--- config.mk ---
export PLATFORM = sky130hd
export DESIGN_NAME = alu_seq
export DESIGN_NICKNAME = d
export VERILOG_FILES = /design/src/rtl/alu_pkg.sv /design/src/rtl/alu_mul_shift_add.sv /design/src/rtl/alu_seq.sv
export SDC_FILE = /design/constraint.sdc
export NUM_CORES = 1
export LEC_CHECK = 0
export CAP_MARGIN = 20
export CORE_UTILIZATION = 36
export DETAILED_ROUTE_END_ITERATION = 6
export HOLD_SLACK_MARGIN = 0.08
export MAX_ROUTING_LAYER = met4
export SYNTH_ARGS = -nofsm -noshare
export SYNTH_HDL_FRONTEND = slang
export SYNTH_HIERARCHICAL = 1
export SYNTH_SLANG_ARGS = --single-unit
--- constraint.sdc ---
create_clock -name clk -period 2.8 [get_ports clk]
set_clock_uncertainty 0.05 [all_clocks]
set_input_delay 0.56 -clock clk [delete_from_list [all_inputs] [get_ports clk]]
set_output_delay 0.56 -clock clk [all_outputs]
set_load 0.01 [all_outputs]
--- src/rtl/alu_pkg.sv ---
// alu_seq shared definitions: opcodes, FSM state encoding, default width.
// Imported by alu_seq and alu_mul_shift_add.
package alu_pkg;

   localparam int WIDTH_DEF = 16;

   localparam logic [2:0] OP_ADD = 3'b000;
   localparam logic [2:0] OP_SUB = 3'b001;
   localparam logic [2:0] OP_AND = 3'b010;
   localparam logic [2:0] OP_OR  = 3'b011;
   localparam logic [2:0] OP_XOR = 3'b100;
   localparam logic [2:0] OP_NOT = 3'b101;
   localparam logic [2:0] OP_SHL = 3'b110;
   localparam logic [2:0] OP_MUL = 3'b111;

   typedef enum logic [1:0] {
      S_IDLE = 2'd0,
      S_EXEC = 2'd1,
      S_MUL  = 2'd2,
      S_DONE = 2'd3
   } state_t;

endpackage

--- src/rtl/alu_mul_shift_add.sv ---
// Sequential shift-add unsigned multiplier, one partial product per step.
// Ports: load (capture operands, clear product/counter), step (one
// iteration), mcand_i/mplier_i operands, product_o, last (final step).
module alu_mul_shift_add
   import alu_pkg::*;
#(
   parameter int WIDTH = WIDTH_DEF,
   parameter int ITER  = WIDTH
) (
   input  logic               clk,
   input  logic               rst_n,
   input  logic               load,
   input  logic               step,
   input  logic [WIDTH-1:0]   mcand_i,
   input  logic [WIDTH-1:0]   mplier_i,
   output logic [2*WIDTH-1:0] product_o,
   output logic               last
);

   localparam int CW = $clog2(ITER);

   logic [2*WIDTH-1:0] mcand_q, mcand_d;
   logic [2*WIDTH-1:0] prod_q, prod_d;
   logic [WIDTH-1:0]   mplier_q, mplier_d;
   logic [CW-1:0]      cnt_q, cnt_d;

   always_comb begin
      mcand_d  = mcand_q;
      mplier_d = mplier_q;
      prod_d   = prod_q;
      cnt_d    = cnt_q;
      if (load) begin
         mcand_d  = {{WIDTH{1'b0}}, mcand_i};
         mplier_d = mplier_i;
         prod_d   = '0;
         cnt_d    = '0;
      end else if (step) begin
         // Multiplicand walks left so each bit's weight is implicit.
         if (mplier_q[0]) begin
            prod_d = prod_q + mcand_q;
         end
         mcand_d  = mcand_q << 1;
         mplier_d = mplier_q >> 1;
         cnt_d    = cnt_q + CW'(1);
      end
   end

   always_ff @(posedge clk or negedge rst_n) begin
      if (!rst_n) begin
         mcand_q  <= '0;
         mplier_q <= '0;
         prod_q   <= '0;
         cnt_q    <= '0;
      end else begin
         mcand_q  <= mcand_d;
         mplier_q <= mplier_d;
         prod_q   <= prod_d;
         cnt_q    <= cnt_d;
      end
   end

   assign product_o = prod_q;
   assign last      = (cnt_q == CW'(ITER - 1));

endmodule

--- src/rtl/alu_seq.sv ---
// Multi-cycle ALU stage with start/done handshake; ALU_MUL_EN adds MUL.
// Ports: start/op/dataA/dataB in; busy, done, result, result_hi, flags out.
module alu_seq
   import alu_pkg::*;
#(
   parameter int WIDTH    = WIDTH_DEF,
   parameter int MUL_ITER = WIDTH
) (
   input  logic             clk,
   input  logic             rst_n,
   input  logic             start,
   input  logic [2:0]       op,
   input  logic [WIDTH-1:0] dataA,
   input  logic [WIDTH-1:0] dataB,
   output logic             busy,
   output logic             done,
   output logic [WIDTH-1:0] result,
   output logic [WIDTH-1:0] result_hi,
   output logic             carry,
   output logic             zero,
   output logic             illegal
);

   if (MUL_ITER != WIDTH) begin : g_iter_chk
      $error("MUL_ITER must equal WIDTH");
   end

   state_t           state_q, state_d;
   logic [2:0]       op_q, op_d;
   logic [WIDTH-1:0] a_q, a_d, b_q, b_d;
   logic [WIDTH-1:0] result_q, result_d;
   logic [WIDTH-1:0] result_hi_q, result_hi_d;
   logic             carry_q, carry_d;
   logic             zero_q, zero_d;
   logic             illegal_q, illegal_d;
   logic             done_q, done_d;
   logic             busy_q, busy_d;
   logic [WIDTH:0]   sum_w, diff_w;

`ifdef ALU_MUL_EN
   logic               mul_load, mul_step, mul_last;
   logic [2*WIDTH-1:0] mul_prod;

   alu_mul_shift_add #(
      .WIDTH (WIDTH),
      .ITER  (MUL_ITER)
   ) u_mul (
      .clk       (clk),
      .rst_n     (rst_n),
      .load      (mul_load),
      .step      (mul_step),
      .mcand_i   (dataA),
      .mplier_i  (dataB),
      .product_o (mul_prod),
      .last      (mul_last)
   );
`endif

   always_comb begin
      state_d     = state_q;
      op_d        = op_q;
      a_d         = a_q;
      b_d         = b_q;
      result_d    = result_q;
      result_hi_d = result_hi_q;
      carry_d     = carry_q;
      zero_d      = zero_q;
      illegal_d   = illegal_q;
      done_d      = 1'b0;
      sum_w       = {1'b0, a_q} + {1'b0, b_q};
      diff_w      = {1'b0, a_q} - {1'b0, b_q};
`ifdef ALU_MUL_EN
      mul_load    = 1'b0;
      mul_step    = 1'b0;
`endif
      unique case (state_q)
         S_IDLE: begin
            if (start) begin
               op_d    = op;
               a_d     = dataA;
               b_d     = dataB;
               state_d = S_EXEC;
`ifdef ALU_MUL_EN
               if (op == OP_MUL) begin
                  state_d  = S_MUL;
                  mul_load = 1'b1;
               end
`endif
            end
         end
         S_EXEC: state_d = S_DONE;
         S_MUL: begin
`ifdef ALU_MUL_EN
            mul_step = 1'b1;
            if (mul_last) begin
               state_d = S_DONE;
            end
`else
            state_d = S_DONE;
`endif
         end
         S_DONE: begin
            // Outputs update on the edge leaving DONE, so they never
            // move while busy and line up with the done pulse.
            state_d     = S_IDLE;
            done_d      = 1'b1;
            result_hi_d = '0;
            carry_d     = 1'b0;
            illegal_d   = 1'b0;
            unique case (op_q)
               OP_ADD: {carry_d, result_d} = sum_w;
               OP_SUB: {carry_d, result_d} = diff_w;
               OP_AND: result_d = a_q & b_q;
               OP_OR:  result_d = a_q | b_q;
               OP_XOR: result_d = a_q ^ b_q;
               OP_NOT: result_d = ~a_q;
               OP_SHL: {carry_d, result_d} = {a_q, 1'b0};
               default: begin
`ifdef ALU_MUL_EN
                  result_d    = mul_prod[WIDTH-1:0];
                  result_hi_d = mul_prod[2*WIDTH-1:WIDTH];
`else
                  result_d  = '0;
                  illegal_d = 1'b1;
`endif
               end
            endcase
            zero_d = (result_d == '0) && (result_hi_d == '0);
         end
         default: state_d = S_IDLE;
      endcase
      busy_d = (state_d != S_IDLE);
   end

   always_ff @(posedge clk or negedge rst_n) begin
      if (!rst_n) begin
         state_q     <= S_IDLE;
         op_q        <= '0;
         a_q         <= '0;
         b_q         <= '0;
         result_q    <= '0;
         result_hi_q <= '0;
         carry_q     <= 1'b0;
         zero_q      <= 1'b0;
         illegal_q   <= 1'b0;
         done_q      <= 1'b0;
         busy_q      <= 1'b0;
      end else begin
         state_q     <= state_d;
         op_q        <= op_d;
         a_q         <= a_d;
         b_q         <= b_d;
         result_q    <= result_d;
         result_hi_q <= result_hi_d;
         carry_q     <= carry_d;
         zero_q      <= zero_d;
         illegal_q   <= illegal_d;
         done_q      <= done_d;
         busy_q      <= busy_d;
      end
   end

   assign busy      = busy_q;
   assign done      = done_q;
   assign result    = result_q;
   assign result_hi = result_hi_q;
   assign carry     = carry_q;
   assign zero      = zero_q;
   assign illegal   = illegal_q;

endmodule
* Word-level counts from Yosys, hierarchy flattened
Cells that the tools add are included.
** Cells by class
- Add/subtract/negate cells :: 2
- Multiply operators :: 0
- Div/mod/pow operators :: 0
- Magnitude comparators :: 0
- Eq/ne operators :: 9
- Shift-type cells :: 0
- Muxes and demuxes :: 7
- Bitwise logic cells :: 4
- Reductions and logical operators :: 7
** Operators by type and width (count)
- $pmux W16 S7 :: 1
- $add A16 B16 Y17 :: 1
- $sub A16 B16 Y17 :: 1
- $and A16 B16 Y16 :: 1
- $logic_not A16 Y1 :: 1
- $mux W16 :: 1
- $not A16 Y16 :: 1
- $or A16 B16 Y16 :: 1
- $xor A16 B16 Y16 :: 1
- $eq A3 B3 Y1 const B :: 3
- $reduce_or A7 Y1 :: 1
- $eq A3 B2 Y1 const B :: 2
- $pmux W2 S3 :: 1
- $eq A2 B2 Y1 const B :: 2
- $eq A3 B1 Y1 const B :: 1
- $logic_not A3 Y1 :: 1
- $pmux W1 S3 :: 1
- $eq A2 B1 Y1 const B :: 1
- $logic_not A2 Y1 :: 1
- $mux W1 :: 2
- $mux W2 :: 1
- $reduce_and A2 Y1 :: 1
- $reduce_bool A2 Y1 :: 1
- $reduce_or A2 Y1 :: 1
** Word-level totals
- Flip-flop bits (word level) :: 58
- Bits in latches :: 0
- RAM bits :: 0
- ROM bits :: 0
- Input port bits :: 38
- Output and inout bits :: 37
- Word-level logic and storage cells :: 39
- Memories kept :: 0

* Depth between registers and ports, before layout
- Depth after elaboration :: 4
- Mapped depth :: 12
- Gate-level depth less buffers :: 12

* Worst setup path after synthesis
OpenSTA, ideal clock, no wires.
- Path kind :: reg-to-reg
- Start :: reg a_q[0]
- End :: reg zero_q (netlist: zero)
- Library setup time :: 95 ps
- Arrival time :: 2726 ps
- Data required time :: 2655 ps
- Setup slack :: -72 ps
- Cell stages (with the launch flop) :: 13
- Path buffers :: 0
- Period minus slack after synthesis :: 2872 ps
- Path through :: dfrtp_1 -> ha_1 -> inv_1 -> fa_1 -> inv_1 -> a21oi_1 -> o211a_4 -> or4_4 -> a311oi_2 -> o21ai_1 -> a31oi_1 -> nand4_1 -> o32ai_2
** Between the ends
- Word-level cells in the longest chain between the ends :: 4
- Elaborated cells on any way between the ends :: 9
- Those cells by class :: add/sub (2); mux (2); bitwise (4); reduce/logical (1)
** RTL lines
- start, declared :: RTL line alu_seq.sv:30 : logic [WIDTH-1:0] a_q, a_d, b_q, b_d;
- start signal, assigned :: RTL line alu_seq.sv:139 : a_q <= '0;
- start signal, assigned :: RTL line alu_seq.sv:151 : a_q <= a_d;
- $sub A16 B16 Y17 (tied with other cells) :: RTL line alu_seq.sv:71 : diff_w = {1'b0, a_q} - {1'b0, b_q};
- $pmux W16 S7 * :: RTL line alu_seq.sv:110 : unique case (op_q)
- $mux W16 * :: RTL line alu_seq.sv:76 : unique case (state_q)
- $logic_not A16 Y1 * :: RTL line alu_seq.sv:128 : zero_d = (result_d == '0) && (result_hi_d == '0);
- end signal, assigned :: RTL line alu_seq.sv:156 : zero_q <= zero_d;
- end, declared :: RTL line alu_seq.sv:34 : logic zero_q, zero_d;
Mark *: on every way between the ends. The rest lies on a longest branch, timed or not. The select of a mux whose other input is x is not followed.
A chain may end at the register's enable or synchronous reset.

* Worst setup path in the final report
Ends and elaborated chain as after synthesis.

==> impl_metrics.ini <==
[run_status]
status = finished with violations
violations = setup timing

[floorplan]
initial_core_util_pct = 37.0
num_rows = 43
dieWidth_um = 122
num_io_pins = 75
fp.dieH_um = 122
die-area_um2 = 14800
core_area_um2 = 13900

[drt]
wirelength_um = 14900
avgViaCountPerCell = 5.17
ant_nets = 0
drc = 0
vias = 4621
drtIter0Drc = 204
firstDrtPassIters = 4
wl_per_cell_um = 16.6

[layout]
stdcell_count = 894
diodes = 0
design_area_um2 = 6990
fin_nets = 804
syn_to_final_growth_pct = 36.0
drive_gt1_share_pct = 31.5

[run]
max_cap_viol_count = 0

[yosys]
synth-main-ff-cell = dfrtp_1
netlist_instances = 558
synth.distinct_cells = 79
ys_warn_count = 6
synth_seq_area_share_pct = 28.2
synth_edf_count = 0
ys_async_sr_fraction_pct = 100
synth_area_per_cell_um2 = 9.22
synth.cell_area_um2 = 5140
ys_ff_latch = 58

[global_route]
gr-total-overflow = 0
antenna_found_initial = 0
grt_max_degree = 38
grt.total_usage_pct = 22.2
grt_pass1_vias = 4702
grt_first_pass_wirelength_um = 24200

[sta]
rsz0062_at_grt = true
period_share_pct = 105
hold_ws_ns = 0.206
slew_viol_final = 0
setup_ws_ns = -0.145
max_slew_margin_pct = 47.4
hold_viol = 0
setup_viol = 3
max_freq_mhz = 340
worst_slew_pin_slew_ns = 0.788
fin_crit_ns = 2.95

[critical_path]
worstPathRequired_ns = 3.01
critical_path_class = flop to flop
cp.arrival_ns = 3.16
path_cells = ha_2, inv_2, fa_2, inv_2, a21oi_4, nor2_1, nor2_1, or4b_1, a32o_2, a2111oi_4, nand4_1, o32ai_2
cp_max_fo = 4
crit_cells = 12
reg2reg_depth = 12
cpPeakStageDelay_ns = 0.48
setup.worst_path.end_class = flop
cpMaxStageDelayCell = or4b_1
critPathBufInv = 2
critPathLaunchType = flop
crit_family = compound AO/OA/AOI/OAI gates

[cts]
ctsLongestPathBuffers = 2
cts_root_buf = clkbuf_16
cts.sinks = 58
clk-insertion-delay-late_ns = 0.35
cts_buffers = 9
htree_levels = 3
cts_tree = built
cts.clk_slew.worst_paths_ns = 0.06

[place]
place_congestion = 0.916
pre_cts_ws_ns = -0.288
dp_cells = 876
placed_area_um2 = 6540
io_buffers = 58
place_hpwl_um = 11200

[min_path]
hold_class = input pin to async pin
[cell usage in the layout, fill, tap and decap left out, drive strengths merged, types with 4 or more instances in the layout]
cell | synthesis | layout
nor3 | 10 | 10
buf | 29 | 113
a21o | 4 | 4
mux2 | 43 | 43
nand2 | 21 | 21
dfrtp | 58 | 58
a31oi | 8 | 8
o21a | 6 | 6
o21ai | 21 | 21
inv | 50 | 51
clkdlybuf4s50 | 0 | 57
nand2b | 5 | 5
xnor2 | 5 | 5
a21oi | 29 | 29
a22o | 4 | 4
nor2 | 54 | 54
nand3 | 6 | 6
nor2b | 5 | 5
mux2i | 23 | 23
o211ai | 8 | 8
or2 | 4 | 4
xor2 | 4 | 4
conb | 1 | 16
ha | 55 | 55
a22oi | 7 | 7
o22ai | 15 | 15
clkbuf | 15 | 10
o31ai | 7 | 7
or3 | 7 | 7
a2111oi | 4 | 4
[routing by layer]
layer / vias to the layer above / wire [µm] / track usage (%)
li1: 2278 / - / -
met1: 2220 / 7330 / 29.8
met2: 105 / 6760 / 34.1
met3: 18 / 509 / 2.87
met4: 0 / 271 / 8.10
met5: - / 0 / -
[area by class of cell]
class	count	area (µm²)
Timing Repair Buffer	170	1450
Fill cell	1307	6890
Clock inverter	6	41.3
Clock buffer	10	239
Sequential cell	58	1450
Inverter	51	191
Multi-Input combinational cell	419	3400
Tap cell	180	225
[metrics by stage]
stage	setup TNS [ns]	util, %
detailed placement	-0.765	47.1
finish	-0.236	50.4
global route	-0.950	50.4
CTS	-0.390	49.6
floorplan	0	-
global placement	-0.656	47.1
[cells in the mapped netlist, drive strengths merged, types with 3 or more instances]
cell type  count  area [µm²]
a31oi          8        50.1
mux2          43         484
o41ai          3        26.3
nor4           3        18.8
o21ai         21         105
ha            55         688
a22oi          7        52.6
xnor2          5        43.8
buf           29         214
a21o           4        31.3
xor2           4        35.0
inv           50         188
o21a           6        45.0
o22ai         15        93.8
nand3          6        42.5
o31ai          7        52.6
or3            7        45.1
nor2          54         203
a2111oi        4        42.5
a21oi         29         145
nand4          3        18.8
o211ai         8        60.1
a22o           4        37.5
nor2b          5        31.3
nor3          10        55.1
nand2b         5        31.3
a211oi         3        22.5
dfrtp         58        1450
clkbuf        15         108
nand2         21        78.8
or2            4        25.0
mux2i         23         230
[final timing paths]
path / startpoint / end / slack (ns)
max: a_q[0]$_DFFE_PN0P_ / zero$_DFFE_PN0P_ / -0.15
max in group asynchronous: rst_n / b_q[4]$_DFFE_PN0P_ / 1.79
min: rst_n / b_q[9]$_DFFE_PN0P_ / 0.21
min reg2reg: result[2]$_DFFE_PN0P_ / result[2]$_DFFE_PN0P_ / 0.44
min in group clk: result[2]$_DFFE_PN0P_ / result[2]$_DFFE_PN0P_ / 0.44
max reg2reg: a_q[0]$_DFFE_PN0P_ / zero$_DFFE_PN0P_ / -0.15
[worst register-to-register path, stage by stage, from the launching register on]
cell and delay [ns]:
dfrtp_1 0.39, ha_2 0.21, inv_2 0.04, fa_2 0.37
inv_2 0.08, a21oi_4 0.06, nor2_1 0.08, nor2_1 0.05
or4b_1 0.48, a32o_2 0.30, a2111oi_4 0.33, nand4_1 0.16
o32ai_2 0.27
[kinds of logic after synthesis]
group / count (synthesis) / synth area share, %
AOI/OAI and AO/OA: 146 / 20.1
and+or+nand+nor: 125 / 11.8
DFF: 58 / 28.2
xor gates and xnor gates: 9 / 1.53
other: 1 / 0.0729
adders and majority gates: 57 / 14.2
buffers and inverters: 96 / 10.1
muxes: 66 / 13.9
[registers in the layout (all words and copies together), names as in the netlist]
| register | count |
|---|---|
| a_q | 16 |
| b_q | 16 |
| busy | 1 |
| carry | 1 |
| done | 1 |
| illegal | 1 |
| op_q | 3 |
| result | 16 |
| state_q | 2 |
| zero | 1 |
[what timing repair did]
action / 4_1_cts / 5_1_grt
endpoints found under the setup margin: 5 / 9
buffers inserted: 2 / 1
endpoints found under the hold margin: 0 / 0
gates resized for setup: 12 / 24
hold buffers: 0 / 0
pin swaps: 14 / 13
Power is left out: the tool's default activity adds up to more than one toggle a clock period on the data nets, which glitch-free logic cannot reach.
